File: config.mk
export PLATFORM = sky130hd
export DESIGN_NAME = program_loader
export DESIGN_NICKNAME = d
export VERILOG_FILES = /design/src/rtl/loader_pkg.sv /design/src/rtl/byte_packer.sv /design/src/rtl/program_loader.sv
export SDC_FILE = /design/constraint.sdc
export NUM_CORES = 2
export LEC_CHECK = 0
export CELL_PAD_IN_SITES_DETAIL_PLACEMENT = 2
export CELL_PAD_IN_SITES_GLOBAL_PLACEMENT = 2
export CORE_AREA = 2 2 417 419
export CTS_BUF_LIST = sky130_fd_sc_hd__clkbuf_4 sky130_fd_sc_hd__clkbuf_8
export DETAILED_ROUTE_END_ITERATION = 7
export DIE_AREA = 0 0 419 421
export PLACE_DENSITY_LB_ADDON = 0.1
export SYNTH_ARGS = -nofsm -noshare
export SYNTH_HDL_FRONTEND = slang
export SYNTH_HIERARCHICAL = 1
export SYNTH_SLANG_ARGS = --single-unit
File: constraint.sdc
create_clock -name clk -period 7.3 [get_ports clk]
set_input_delay 0.73 -clock clk [delete_from_list [all_inputs] [get_ports clk]]
set_output_delay 0.73 -clock clk [all_outputs]
set_load 0.01 [all_outputs]
File: src/rtl/loader_pkg.sv
// loader_pkg: shared state encoding and default sizing for program_loader.
package loader_pkg;
   typedef enum logic [2:0] {IDLE, COLLECT, WRITE, CHECK, DONE} state_t;
   localparam int BYTES_PER_WORD = 4;
   localparam int WORDS_DEFAULT = 32;
   localparam int ADDR_W_DEFAULT = 5;
endpackage

File: src/rtl/byte_packer.sv
// byte_packer: shifts bytes MSB-first into a 32-bit word and flags the 4th byte of each word.
module byte_packer
   import loader_pkg::*;
(
   input  logic        clk,
   input  logic        reset,
   input  logic        clear,
   input  logic        take,
   input  logic [7:0]  byte_in,
   output logic [31:0] word_out,
   output logic        word_ready
);
   logic [1:0] count;
   always_ff @(posedge clk) begin
      if (reset) begin
         count <= '0;
         word_out <= '0;
      end else if (clear) begin
         count <= '0;
      end else if (take) begin
         count <= count + 2'd1;
         word_out <= {word_out[23:0], byte_in};
      end
   end
   assign word_ready = take && count == 2'(BYTES_PER_WORD - 1);
endmodule

File: src/rtl/program_loader.sv
// program_loader: streams a byte image into instruction RAM and the packed code image.
// Optional trailing checksum byte enabled by PROGRAM_LOADER_CHECKSUM_EN.
module program_loader
   import loader_pkg::*;
#(
   parameter int WORDS = WORDS_DEFAULT,
   parameter int ADDR_W = ADDR_W_DEFAULT
) (
   input  logic                  clk,
   input  logic                  reset,
   input  logic                  start,
   input  logic [7:0]            byte_in,
   input  logic                  byte_valid,
   output logic                  byte_ready,
   output logic [ADDR_W-1:0]     mem_addr,
   output logic [31:0]           mem_data,
   output logic                  mem_we,
   output logic [32*WORDS-1:0]   code,
   output logic                  busy,
   output logic                  load_done,
   output logic                  error
);
   state_t state, next;
   logic [ADDR_W-1:0] idx;
   logic [31:0] word;
   logic word_ready, launch, last, take;
   assign launch = start && (state == IDLE || state == DONE);
   assign last = idx == ADDR_W'(WORDS - 1);
   assign take = byte_valid && byte_ready;
   byte_packer packer (
      .clk(clk),
      .reset(reset),
      .clear(launch),
      .take(byte_valid && state == COLLECT),
      .byte_in(byte_in),
      .word_out(word),
      .word_ready(word_ready)
   );
   always_ff @(posedge clk) state <= reset ? IDLE : next;
   always_comb begin
      next = state;
      case (state)
         IDLE, DONE: next = start ? COLLECT : state;
         COLLECT:    next = word_ready ? WRITE : COLLECT;
`ifdef PROGRAM_LOADER_CHECKSUM_EN
         WRITE:      next = last ? CHECK : COLLECT;
         CHECK:      next = take ? DONE : CHECK;
`else
         WRITE:      next = last ? DONE : COLLECT;
`endif
         default:    next = IDLE;
      endcase
   end
   always_comb begin
`ifdef PROGRAM_LOADER_CHECKSUM_EN
      byte_ready = state == COLLECT || state == CHECK;
`else
      byte_ready = state == COLLECT;
`endif
      busy = state == COLLECT || state == WRITE || state == CHECK;
      load_done = state == DONE;
      mem_we = state == WRITE;
      mem_addr = idx;
      mem_data = word;
   end
   always_ff @(posedge clk) begin
      if (reset) begin
         idx <= '0;
         code <= '0;
      end else if (launch) begin
         idx <= '0;
         code <= '0;
      end else if (state == WRITE) begin
         code[32*int'(idx) +: 32] <= word;
         if (!last) idx <= idx + 1'b1;
      end
   end
`ifdef PROGRAM_LOADER_CHECKSUM_EN
   logic [7:0] sum;
   always_ff @(posedge clk) begin
      if (reset) begin
         sum <= '0;
         error <= 1'b0;
      end else if (launch) begin
         sum <= '0;
         error <= 1'b0;
      end else if (take) begin
         sum <= sum + byte_in;
         if (state == CHECK) error <= (sum + byte_in) != 8'd0;
      end
   end
`else
   assign error = 1'b0;
`endif
endmodule

==> metrics.yaml <==
status: "finished with violations"
violations: "max-slew violations"
synth_compound_area_frac: 0.2030
vdd_drop_max_mv: 0.1900
synth_cells: 4977
synthSimpleGateAreaFrac: 0.1837
cts-resized-gates: 0
wire_per_inst_um: 32.68
drv_cap: 0
gr-total-overflow: 0
synth_xor_area_frac: 0.001214
arrival_ns: 5.78
viasPerCell: 5.448
ys.flop_type: "dfxtp_1"
hp-class: "primary input to register"
reg2reg_depth: 8
worstReg2RegStart: "mem_addr[0]$_SDFFE_PP0P_"
die_x_um: 419
required_ns: 8.17
fin_worst_skew_ns: 0.05257
drtIter0Drc: 3071
drtAntennaViolNets: 0
path_clk_slew_ns: 0.06
core_area_mm2: 0.1725
drt_wl_total_um: 268800
timing.rr.end: "code[255]$_SDFFE_PP0P_"
synth-edff-count: 0
final_max_slew_viol_count: 84
start_kind: "register"
crit_fanout: 27
dieArea_mm2: 0.1764
dieHeight_um: 421
cp-startpoint: "mem_addr[0]$_SDFFE_PP0P_"
maxSlewHeadroom: -0.08916
syn_area_per_cell_um2: 8.697
async_flop_share: 0
hold_viol_final: 0
syn_to_final_growth_pct: 38.76
synth_cell_types: 53
fmax_mhz: 203.8
layout.cells.non_filler: 8226
post-cts-setup-buffer-count: 0
rows: 153
cts.path.max_buffers: 3
p_leak_nw: 19.36
end_kind: "register"
worstSkewPairLatency_ns: 0.98
hold_buffers: 0
antenna_found_initial: 29
synth_seq_area_share: 0.4930
synth_top_family_by_area: "compound AO/OA/AOI/OAI gates"
final.setup.worst_slack_ns: 2.394
io_pins: 1078
syn_nets: 4994
track_usage: 0.2948
synth-adder-area-share: 0.001445
hpwl_um: 176700
place_inst: 7856
crit_type: "register to register"
grt_max_degree: 207
tritoncts: "built"
drive_gt1_frac: 0.09620
first_global_vias: 46623
yosys_warnings: 6
grt_setup_unrepaired: "false"
cts.htree.levels: 4
syn_area_mm2: 0.04329
design_area_mm2: 0.06007
nets: 5756
utilization: 0.3482
clock_sinks: 1066
drc: 0
crit_path_end: "code[255]$_SDFFE_PP0P_"
cts-root-buf: "clkbuf_8"
tns_ns: 0
placed_area_mm2: 0.05568
dp_slack_ns: 2.413
worst_pin_slew_ns: 1.634
setup_violations: 0
hold_ws_ns: 0.3575
cts_buffers: 206
synthMuxAreaShare: 0.05480
first_pass_iters: 5
p_per_area_mw_per_mm2: 208.3
finalCritPeriodShare: 0.6721
finalPower_mw: 12.51
ff2ff_setup_slack_ns: 2.39
start_util: 0.2510
fin_crit_ns: 4.906
synth-seq-cells: 1066
grt_pass1_wl_um: 376000
vias: 44819
gp_congestion: 0.8019
port_buffers: 1076
==> synthesized netlist by cell type (4+ instances only) <==
master	instances	area (um^2)
nor2_1	15	56.30
nor3_2	4	40.04
or4_1	35	262.8
nor4b_1	5	43.79
o31ai_1	83	623.1
or3_1	36	225.2
nor3_1	13	65.06
dfxtp_1	1066	21340
nand4_1	417	2609
nand2b_1	37	231.5
o21ai_0	655	3278
buf_2	109	545.5
buf_1	28	105.1
nand2_1	322	1209
buf_6	11	123.9
nor4_1	7	43.79
o2bb2ai_1	13	113.9
inv_1	5	18.77
buf_4	5	37.54
o21ai_1	39	195.2
nand4bb_1	8	90.09
clkbuf_1	501	1881
and2_1	23	143.9
o211ai_1	182	1366
a21oi_1	623	3118
mux2i_1	237	2372
ha_1	5	62.56
nand3_1	348	1742
and4_1	105	919.6
==> state kept, by name (all words and copies together) (netlist names) <==
register / count
packer/count: 2
state: 3
code: 1024
packer/word_out: 32
mem_addr: 5
==> metal layers <==
metal / part of all wire / wire length [um] / global-route usage
met4: 0.056 / 15160 / 0.1516
met5: 0 / 0 / 0
met2: 0.48 / 128400 / 0.4910
met3: 0.057 / 15340 / 0.06641
met1: 0.41 / 109900 / 0.3533
==> final cells by class <==
class | instances | area, um^2
antenna | 7 | 17.52
sequential | 1066 | 21360
clock inverter | 19 | 147.6
timing repair buffer | 1208 | 11880
fill | 19012 | 112400
tap | 2325 | 2909
inverter | 6 | 22.52
multi-input combinational | 3251 | 19510
clock buffer | 344 | 4222
==> logic make-up (layout without fill, tap and decap cells) <==
logic type	after synthesis	in the layout
AOI/OAI and AO/OA	1602	1602
xor gates and xnor gates	6	6
adders and majority gates	5	5
buffers and inverters	660	1577
DFF	1066	1066
muxes	237	237
other	1	8
and+or+nand+nor	1400	1400
==> placed cells by master, fill, tap and decap left out, types with 6 or more instances in the layout <==
cell type	count
clkbuf_4	82
nor4_4	6
clkinv_2	10
clkdlybuf4s50_1	1075
a21oi_1	620
o21ai_0	655
or3_1	35
clkbuf_8	262
and2_1	21
nor4_2	6
diode_2	7
mux2i_1	237
o31ai_1	83
buf_12	10
nand2_1	321
o2bb2ai_1	13
o21ai_1	39
o211ai_1	182
and4_1	104
nand3_1	346
nand4_1	417
or4_1	35
dfxtp_1	1052
nor3_1	9
buf_4	122
dfxtp_2	14
nand4bb_1	8
nand2b_1	35
nor3_2	6
nor2_1	9
==> power by group <==
part | internal, mW | leakage [nW] | switching, mW
Combinational | 0.0358 | 8.43 | 0.200
Sequential | 5.82 | 8.59 | 0.00347
Clock | 3.61 | 2.34 | 2.84
Total | 9.47 | 19.4 | 3.04
==> worst max-delay path, stage by stage (launching register included) <==
cell,delay (ns)
dfxtp_2,0.71
inv_1,0.10
ha_1,0.33
nor3b_1,0.20
ha_2,0.76
nor4bb_1,0.54
and4_1,1.00
nand2_1,0.79
mux2i_1,0.36
==> how the worst min path moves through the flow <==
stage,endpoint,from,slack (ns),cells after the start
2_1_floorplan,code[0]$_SDFFE_PP0P_,code[0]$_SDFFE_PP0P_,0.48,2
3_3_place_gp,code[14]$_SDFFE_PP0P_,code[14]$_SDFFE_PP0P_,0.44,2
3_5_place_dp,code[440]$_SDFFE_PP0P_,code[440]$_SDFFE_PP0P_,0.45,1
4_1_cts,packer/word_out[4]$_SDFFE_PP0P_,byte_in[4],0.23,3
5_1_grt,packer/word_out[0]$_SDFFE_PP0P_,byte_in[0],0.32,3
6_report,packer/word_out[4]$_SDFFE_PP0P_,byte_in[4],0.36,3
No activity file was read; power rests on OpenSTA's default activity.
